**src/rtl/instr_encoder_loader.sv**
```systemverilog
// instr_encoder_loader
//   Accepts one instruction as separate fields over a valid/ready handshake,
//   range-checks the immediate for the opcode, and packs the fields into the
//   16-bit ISA word. The word is written to instruction memory at an
//   auto-incrementing byte address, with wait states. Loading stops after HLT.
//
// Ports
//   clk, rst_n          clock, async active-low reset
//   restart             sync return to IDLE, clears address/count/flags
//   op_valid/op_ready   field bundle handshake (ready only in IDLE)
//   op_code/rd/rs/rt/cc/imm  instruction fields
//   mem_wr_en/addr/wdata/ack  instruction-memory write port, held until ack
//   err, err_sticky     range violation pulse / sticky flag
//   wrapped             address wrapped past top of memory
//   done                HLT written
//   instr_count         instructions written (saturating)
//
// state | meaning
// ------+---------------------------------------------------
// IDLE  | ready for a bundle, op_ready=1
// WRITE | write request held on mem_*, waiting for mem_ack
// DONE  | HLT written, only restart or reset leaves
module instr_encoder_loader #(
  parameter int unsigned             ADDR_W    = 16,
  parameter logic [ADDR_W-1:0]       BASE_ADDR = '0,
  parameter int unsigned             ADDR_STEP = 2
) (
  input  logic              clk,
  input  logic              rst_n,
  input  logic              restart,
  input  logic              op_valid,
  output logic              op_ready,
  input  logic [3:0]        op_code,
  input  logic [3:0]        op_rd,
  input  logic [3:0]        op_rs,
  input  logic [3:0]        op_rt,
  input  logic [2:0]        op_cc,
  input  logic [15:0]       op_imm,
  output logic              mem_wr_en,
  output logic [ADDR_W-1:0] mem_addr,
  output logic [15:0]       mem_wdata,
  input  logic              mem_ack,
  output logic              err,
  output logic              err_sticky,
  output logic              wrapped,
  output logic              done,
  output logic [15:0]       instr_count
);

  typedef enum logic [1:0] {
    IDLE  = 2'd0,
    WRITE = 2'd1,
    DONE  = 2'd2
  } state_t;

  state_t            state;
  logic              is_hlt;
  logic [15:0]       enc_word;
  logic              imm_ok;
  logic [ADDR_W:0]   addr_sum;

  // Field packing and immediate range check. Signed ranges are checked by
  // requiring the bits above the field to be a pure sign extension.
  always_comb begin
    enc_word = 16'h0000;
    imm_ok   = 1'b1;
    case (op_code)
      4'h0, 4'h1, 4'h2, 4'h3, 4'h7: begin
        enc_word = {op_code, op_rd, op_rs, op_rt};
      end
      4'h4, 4'h5, 4'h6: begin
        enc_word = {op_code, op_rd, op_rs, op_imm[3:0]};
        imm_ok   = (op_imm[15:4] == 12'h000);
      end
      4'h8, 4'h9: begin
        enc_word = {op_code, op_rd, op_rs, op_imm[3:0]};
        imm_ok   = (op_imm[15:3] == 13'h0000) || (op_imm[15:3] == 13'h1FFF);
      end
      4'hA, 4'hB: begin
        enc_word = {op_code, op_rd, op_imm[7:0]};
        imm_ok   = (op_imm[15:8] == 8'h00);
      end
      4'hC: begin
        enc_word = {op_code, op_cc, op_imm[8:0]};
        imm_ok   = (op_imm[15:8] == 8'h00) || (op_imm[15:8] == 8'hFF);
      end
      4'hD: begin
        enc_word = {op_code, op_cc, 1'b0, op_rs, 4'h0};
      end
      4'hE: begin
        enc_word = {op_code, op_rd, 8'h00};
      end
      default: begin
        enc_word = 16'hF000;
      end
    endcase
  end

  // One extra bit catches the carry out of the top address.
  assign addr_sum = {1'b0, mem_addr} + (ADDR_W+1)'(ADDR_STEP);

  always_ff @(posedge clk or negedge rst_n) begin
    if (!rst_n) begin
      state       <= IDLE;
      is_hlt      <= 1'b0;
      op_ready    <= 1'b1;
      mem_wr_en   <= 1'b0;
      mem_addr    <= BASE_ADDR;
      mem_wdata   <= 16'h0000;
      err         <= 1'b0;
      err_sticky  <= 1'b0;
      wrapped     <= 1'b0;
      done        <= 1'b0;
      instr_count <= 16'h0000;
    end else begin
      err <= 1'b0;
      if (restart) begin
        // Abandons any pending write; a same-cycle ack is ignored.
        state       <= IDLE;
        is_hlt      <= 1'b0;
        op_ready    <= 1'b1;
        mem_wr_en   <= 1'b0;
        mem_addr    <= BASE_ADDR;
        err_sticky  <= 1'b0;
        wrapped     <= 1'b0;
        done        <= 1'b0;
        instr_count <= 16'h0000;
      end else begin
        case (state)
          IDLE: begin
            if (op_valid) begin
              if (imm_ok) begin
                mem_wdata <= enc_word;
                mem_wr_en <= 1'b1;
                op_ready  <= 1'b0;
                is_hlt    <= (op_code == 4'hF);
                state     <= WRITE;
              end else begin
                err        <= 1'b1;
                err_sticky <= 1'b1;
              end
            end
          end
          WRITE: begin
            if (mem_ack) begin
              mem_wr_en <= 1'b0;
              if (addr_sum[ADDR_W]) begin
                mem_addr <= BASE_ADDR;
                wrapped  <= 1'b1;
              end else begin
                mem_addr <= addr_sum[ADDR_W-1:0];
              end
              if (instr_count != 16'hFFFF) begin
                instr_count <= instr_count + 16'h0001;
              end
              if (is_hlt) begin
                done  <= 1'b1;
                state <= DONE;
              end else begin
                op_ready <= 1'b1;
                state    <= IDLE;
              end
            end
          end
          DONE: begin
            op_ready <= 1'b0;
          end
          default: begin
            state <= IDLE;
          end
        endcase
      end
    end
  end

endmodule
```
**config.mk**
```make
export PLATFORM = sky130hd
export DESIGN_NAME = instr_encoder_loader
export DESIGN_NICKNAME = d
export VERILOG_FILES = /design/src/rtl/instr_encoder_loader.sv
export SDC_FILE = /design/constraint.sdc
export NUM_CORES = 1
export LEC_CHECK = 0
export BUFFER_PORTS_ARGS = -buffer_cell sky130_fd_sc_hd__buf_2
export CORE_ASPECT_RATIO = 0.5
export CORE_MARGIN = 10
export CORE_UTILIZATION = 46
export CTS_CLUSTER_SIZE = 40
export DETAILED_ROUTE_END_ITERATION = 12
export PLACE_DENSITY = 0.74
export SLEW_MARGIN = 20
export SYNTH_ARGS = -nofsm -noshare
export SYNTH_HDL_FRONTEND = slang
export SYNTH_SLANG_ARGS = --single-unit
```
**constraint.sdc**
```tcl
create_clock -name clk -period 2.3 [get_ports clk]
set_input_delay 0.23 -clock clk [delete_from_list [all_inputs] [get_ports clk]]
set_output_delay 0.23 -clock clk [all_outputs]
set_load 0.05 [all_outputs]
```
==> run_results.csv, run 1 <==
group,metric,value,unit
grt,antenna_found_initial,0,
logic_synthesis,seq_area_frac_synth,47.4,%
clock_tree,clock_latency,0.29,ns
hold_path,min_delay_path_depth,2,
routing,route.antenna.remaining_nets,0,
cells_and_area,flow.area_growth_from_synthesis,30.0,%
routing,detailedRoute.firstIterationViolations,163,
logic_synthesis,synthesis.nets,334,
setup_path,timing.rr.start,"state[1]$_DFFE_PN0P_",
floorplan,floorplan.rows,20,
grt,grt_pass1_wl,13200,um
timing,maxSlewViolCount,0,
timing,timing.final.hold_violations,0,
cells_and_area,layout.core_utilization,62.5,%
floorplan,chipHeight,76.7,um
timing,fin_tns_setup,-0.739,ns
power,vdd_drop_max,0.323,mV
clock_tree,clock_tree.root_cell,"sky130_fd_sc_hd__clkbuf_16",
timing,timing.clock.skew,0.00360,ns
timing,grt_setup_unrepaired,"yes",
power,power_density,721,nW/um^2
hold_path,worstHoldPathType,"input port to register",
power,power.switching_fraction,33.5,%
power,share_comb_of_total_power,28.2,%
run_status,violated_checks,"negative setup slack",
cells_and_area,final_cell_mix,"91 x sky130_fd_sc_hd__buf_2, 55 x sky130_fd_sc_hd__dfrtp_1, 41 x sky130_fd_sc_hd__nor2_1, 18 x sky130_fd_sc_hd__buf_4, 17 x sky130_fd_sc_hd__nand2_1",
cells_and_area,finish.instance_area,3850,sq um
logic_synthesis,yosys.cell_types.count,47,
routing,number_of_vias_in_the_routed_layout,2676,
logic_synthesis,synth-async-reset-ratio,100,%
setup_path,critical_path_peak_fanout,10,
setup_path,worstPathArrival,2.55,ns
routing,vias_per_cell,5.45,
setup_path,regToRegEndpoint,"instr_count[12]$_DFFE_PN0P_",
power,p_leak,1.82,nW
placed_design,port-buffer-count,92,
cells_and_area,antenna-diode-count,0,
timing,worst_pin_slew,0.825,ns
run_status,outcome,"finished, violations left",
timing,setup-violations-final,16,
clock_tree,cts.path.max_buffers,2,
cells_and_area,finalNonFillerCells,491,
placed_design,placedCellCount,481,
grt,grt_max_degree,30,
routing,drt-total-wl,7940,um
grt,first_global_vias,2713,
setup_path,cp_startpoint_kind,"input port",
logic_synthesis,synth-seq-cells,56,
cells_and_area,final_common_cell,"sky130_fd_sc_hd__buf_2",
cells_and_area,layout-drive-gt1-share,37.2,%
clock_tree,clock_tree_from_tritoncts,"yes",
setup_path,setup.worst_path.start,"op_imm[12]",
timing,setup_slack,-0.0803,ns
timing,period_needed,2.38,ns
floorplan,initial_core_util,48.1,%
placed_design,detailed_place_hpwl,6010,um
floorplan,floorplan.io_pins,94,
logic_synthesis,synth.yosys.warnings,0,
clock_tree,cts.clk_slew.worst_paths,0.07,ns
routing,wl_per_cell,16.2,um
placed_design,placed_area,3640,sq um
timing,fmax,420,MHz
setup_path,ff2ff_setup_slack,0.24,ns
grt,grt-ovfl-total,0,
power,power.clock.fraction,30.5,%
power,cell_internal_pwr,0.00185,W
timing,timing.max_slew.rel_slack,44.8,%
setup_path,reg2regPathDepth,5,
power,power.share.sequential,41.3,%
routing,drc_errors,0,
logic_synthesis,syn_avg_cell_area,10.1,sq um
flow_run,drv_cap,0,
routing,drtPass1Iterations,4,
logic_synthesis,synth_ff_type,"sky130_fd_sc_hd__dfrtp_1",
logic_synthesis,synth_enable_flop_cells,0,
timing,layout_worst_path_cycle_share,103,%
clock_tree,h-tree-depth,2,
grt,grt.total_usage,15.1,%
floorplan,die-area,10200,sq um
setup_path,critPathCaptureType,"register",
power,power.net_switching,0.000931,W
floorplan,floorplan.die.width,133,um
placed_design,gp_congestion,0.868,
cells_and_area,final_net_count,444,
floorplan,core_area,6160,sq um
setup_path,critical_path_class,"input port to register",
setup_path,required,2.47,ns
logic_synthesis,synth.cell_area,2960,sq um
cells_and_area,num-fill-cells,534,
clock_tree,cts-buffers-inserted,5,
logic_synthesis,synthCells,292,
setup_path,setup.worst_path.end,"mem_wdata[12]$_DFFE_PN0P_",
clock_tree,cts.sink_count,56,
[Yosys cell counts, drive strengths merged, types with 2 or more instances]
cell	number	share of area [%]
a21oi	8	1.4
o21ai	12	2.0
nor4b	4	1.2
xor2	6	1.8
ha	2	0.84
inv	4	0.51
and2	3	0.63
mux2	18	7.9
and4	3	0.89
nand2	17	2.2
nand4	14	3.0
nor2	41	5.2
or2	4	0.84
nor4	7	1.5
or3	6	1.3
nand2b	2	0.42
nor3	7	1.2
or4	5	1.3
nor3b	2	0.51
o211ai	3	0.76
a22o	11	3.3
nand3	9	1.5
clkbuf	8	1.0
nor2b	4	0.84
xnor2	16	4.7
dfrtp	55	46
buf	2	0.63
o21bai	2	0.51
and3	3	0.68
[worst min path at each step]
stage                     startpoint                         to  slack (ns)
after floorplan                rst_n           done$_DFFE_PN0P_       -0.07
after global placement         rst_n   mem_wdata[0]$_DFFE_PN0P_        0.28
after detailed placement       rst_n   mem_wdata[3]$_DFFE_PN0P_        0.30
after CTS                 op_code[2]  mem_wdata[14]$_DFFE_PN0P_        0.24
after global routing      op_code[2]  mem_wdata[14]$_DFFE_PN0P_        0.26
final                     op_code[2]  mem_wdata[14]$_DFFE_PN0P_        0.25
[metal layers]
metal	vias up	track usage, %	wire, um
li1	1280	-	-
met1	1316	18.3	3510
met2	72	25.4	3850
met3	8	4.55	501
met4	0	4.10	77
met5	-	0	0
[critical path, cell delays in order]
cell and delay [ns]:
sky130_fd_sc_hd__buf_6 0.09, sky130_fd_sc_hd__or4_4 0.53, sky130_fd_sc_hd__or4_4 0.51, sky130_fd_sc_hd__a211o_1 0.31
sky130_fd_sc_hd__a311oi_4 0.32, sky130_fd_sc_hd__buf_6 0.21, sky130_fd_sc_hd__mux2_2 0.35
[through the flow]
| stage | hold WS (ns) | setup slack [ns] | power, W |
|---|---|---|---|
| after detailed placement | 0.296 | -0.425 | 0.00194 |
| after CTS | 0.242 | -0.0793 | 0.00280 |
| after global routing | 0.260 | -0.127 | 0.00290 |
| after floorplan | -0.0656 | -0.388 | 0.00171 |
| after global placement | 0.279 | -0.364 | 0.00193 |
| final | 0.253 | -0.0803 | 0.00278 |
[timing repair]
item / in CTS / in global routing
cloned: 0 / 0
endpoints found under the hold margin: 26 / 0
setup endpoints to repair: 16 / 18
buffers inserted: 1 / 0
resized for setup: 4 / 4
hold buffers: 1 / 0
[flip-flops by register name, indices dropped and copies added, names as in the netlist, 2 cells and up]
name / count
instr_count: 16
mem_wdata: 16
mem_addr: 15
state: 2
[power groups by stage]
stage                     logic, W  registers [W]  clock network, W
after floorplan           0.000209        0.00150                 0
after global placement    0.000765        0.00116                 0
after detailed placement  0.000782        0.00116                 0
after CTS                 0.000788        0.00115          0.000868
after global routing      0.000833        0.00116          0.000909
final                     0.000784        0.00115          0.000846
[cell type report]
type | instances | area (sq um) | share of cell area, %
clock buffers | 6 | 129 | 3.35
clock inverters | 2 | 35.0 | 0.910
inverters | 4 | 15.0 | 0.390
multi-input cells | 222 | 1520 | 39.6
flip-flops and latches | 56 | 1400 | 36.4
well taps | 88 | 110 | 2.86
repair buffers | 113 | 634 | 16.5
[logic make-up (layout without fill, tap and decap cells)]
kind of cell | after synthesis | count (layout) | synth area share (%)
AOI/OAI and AO/OA | 45 | 45 | 11.2
buffers and inverters | 14 | 125 | 2.15
and+or+nand+nor | 133 | 133 | 23.7
DFF | 56 | 56 | 47.4
muxes | 19 | 19 | 8.20
xor gates and xnor gates | 22 | 22 | 6.51
adders and majority gates | 2 | 2 | 0.845
other | 1 | 1 | 0.127
Power figures use the tool's default switching activity.
==> run 2: changes to the inputs <==
- CORE_UTILIZATION: 46 -> 25
- PLACE_DENSITY: 0.74 -> 0.45
- SKIP_CTS_REPAIR_TIMING: default -> 1
==> run 2 against run 1 <==
  * The run still ends with negative setup slack left
  * Clock skew rose by 0.0027 ns
  * Total power grew 3.2%
  * Utilization shrank 27 points
  * Hold slack worse by 0.0081 ns
  * Worst setup slack improved by 0.055 ns
  * Combinational power is 3.2% higher
  * Global-route usage is 4.6 points lower
  * Final area grew 3.5%
  * Via count is 2.4% lower
  * Largest power group unchanged
==> run_results.csv, run 2 (synthesized netlist as in run 1, its figures left out) <==
group,metric,value,unit
run_status,outcome,"finished, violations left",
run_status,violated_checks,"negative setup slack",
timing,setup-violations-final,3,
cells_and_area,antenna-diode-count,0,
placed_design,placed_area,3750,sq um
cells_and_area,flow.area_growth_from_synthesis,34.6,%
clock_tree,cts.path.max_buffers,2,
grt,antenna_found_initial,0,
clock_tree,clock_latency,0.30,ns
routing,detailedRoute.firstIterationViolations,118,
cells_and_area,multiInputGateArea,1540,sq um
setup_path,required,2.49,ns
grt,grt.total_usage,10.4,%
cells_and_area,num-fill-cells,1211,
setup_path,critPathCaptureType,"register",
power,report.power.total,0.00286,W
setup_path,cp_startpoint_kind,"input port",
floorplan,core_area,11300,sq um
cells_and_area,final_common_cell,"sky130_fd_sc_hd__buf_2",
floorplan,chipHeight,97.0,um
routing,route.antenna.remaining_nets,0,
flow_run,drv_cap,0,
cells_and_area,layout-drive-gt1-share,37.6,%
power,power.switching_fraction,34.8,%
cells_and_area,final_net_count,445,
hold_path,worstHoldPathType,"input port to register",
placed_design,gp_congestion,0.756,
timing,timing.final.hold_violations,0,
routing,vias_per_cell,4.64,
placed_design,detailed_place_hpwl,6770,um
grt,grt-ovfl-total,0,
floorplan,die-area,16900,sq um
grt,grt_pass1_wl,14600,um
clock_tree,clock_tree.root_cell,"sky130_fd_sc_hd__clkbuf_16",
setup_path,worstPathArrival,2.51,ns
power,power.clock.fraction,31.6,%
timing,timing.clock.skew,0.00628,ns
routing,drt-total-wl,8990,um
timing,timing.max_slew.rel_slack,63.5,%
placed_design,port-buffer-count,92,
routing,drtPass1Iterations,4,
floorplan,floorplan.die.width,174,um
timing,setup_slack,-0.0255,ns
grt,grt_max_degree,57,
power,power.net_switching,0.000997,W
timing,worst_pin_slew,0.541,ns
cells_and_area,final_cell_mix,"90 x sky130_fd_sc_hd__buf_2, 55 x sky130_fd_sc_hd__dfrtp_1, 41 x sky130_fd_sc_hd__nor2_1, 18 x sky130_fd_sc_hd__buf_4, 17 x sky130_fd_sc_hd__nand2_1",
timing,period_needed,2.33,ns
routing,wl_per_cell,16.0,um
clock_tree,cts.clk_slew.worst_paths,0.08,ns
setup_path,critical_path_peak_fanout,7,
clock_tree,h-tree-depth,2,
timing,grt_setup_unrepaired,"yes",
cells_and_area,largest_registers,"instr_count (16), mem_wdata (16), mem_addr (15)",
placed_design,pre_cts_ws,-0.423,ns
power,vdd_drop_max,0.324,mV
power,power.share.sequential,40.2,%
power,p_leak,1.85,nW
power,cell_internal_pwr,0.00187,W
cells_and_area,finish.instance_area,3990,sq um
setup_path,critical_path_class,"input port to register",
power,share_comb_of_total_power,28.2,%
clock_tree,cts-buffers-inserted,5,
grt,first_global_vias,2697,
timing,timing.hold.ws,0.245,ns
power,power_density,719,nW/um^2
cells_and_area,sequential_cell_area,1400,sq um
routing,drc_errors,0,
floorplan,initial_core_util,26.2,%
clock_tree,clock_tree_from_tritoncts,"yes",
timing,maxSlewViolCount,0,
routing,number_of_vias_in_the_routed_layout,2613,
timing,layout_worst_path_cycle_share,101,%
clock_tree,cts.sink_count,56,
timing,fmax,430,MHz
floorplan,floorplan.io_pins,94,
floorplan,floorplan.rows,27,
-- run 2: final cells by class --
cell class | instances | share of cell area (%)
well taps | 159 | 4.99
flip-flops and latches | 56 | 35.2
repair buffers | 114 | 16.6
multi-input cells | 222 | 38.5
inverters | 4 | 0.377
clock buffers | 5 | 3.14
clock inverters | 3 | 1.19
-- run 2: critical path, cell delays in order --
cell and delay (ns):
sky130_fd_sc_hd__buf_6 0.09, sky130_fd_sc_hd__or4_4 0.53, sky130_fd_sc_hd__or4_4 0.53, sky130_fd_sc_hd__a211o_1 0.32
sky130_fd_sc_hd__a311oi_4 0.29, sky130_fd_sc_hd__buf_6 0.20, sky130_fd_sc_hd__mux2_2 0.33
-- run 2: power by group through the flow --
stage	sequential [W]	clock [W]	combinational [W]
after floorplan	0.00150	0	0.000209
after global placement	0.00117	0	0.000791
after detailed placement	0.00116	0	0.000800
after CTS	0.00115	0.000942	0.000799
after global routing	0.00117	0.000976	0.000860
final	0.00115	0.000905	0.000809
-- run 2: worst paths after layout --
check	to	start	depth (start not counted)	slack [ns]
setup / recovery	mem_wdata[12]$_DFFE_PN0P_	op_imm[12]	7	-0.03
max in group asynchronous	op_ready$_DFFE_PN1P_	rst_n	3	1.54
hold / removal	mem_wdata[14]$_DFFE_PN0P_	op_code[2]	2	0.25
hold reg to reg	done$_DFFE_PN0P_	done$_DFFE_PN0P_	2	0.50
setup reg to reg	mem_wdata[12]$_DFFE_PN0P_	state[0]$_DFFE_PN0P_	5	0.34
min in group asynchronous	mem_wdata[3]$_DFFE_PN0P_	rst_n	3	0.45
-- run 2: through the flow --
stage,std cells,setup TNS (ns),utilization [%]
floorplan,292,-5.39,-
global placement,554,-6.55,33.3
detailed placement,554,-6.75,33.3
CTS,562,-1.00,34.8
global route,563,-0.723,35.3
finish,563,-0.0495,35.3
-- run 2: metal layers --
layer	GRT usage, %	vias to the layer above	routed length, um
met3	3.60	7	470
met4	2.53	0	83
met2	16.7	47	4150
met5	0	-	0
li1	-	1283	-
met1	13.2	1276	4290
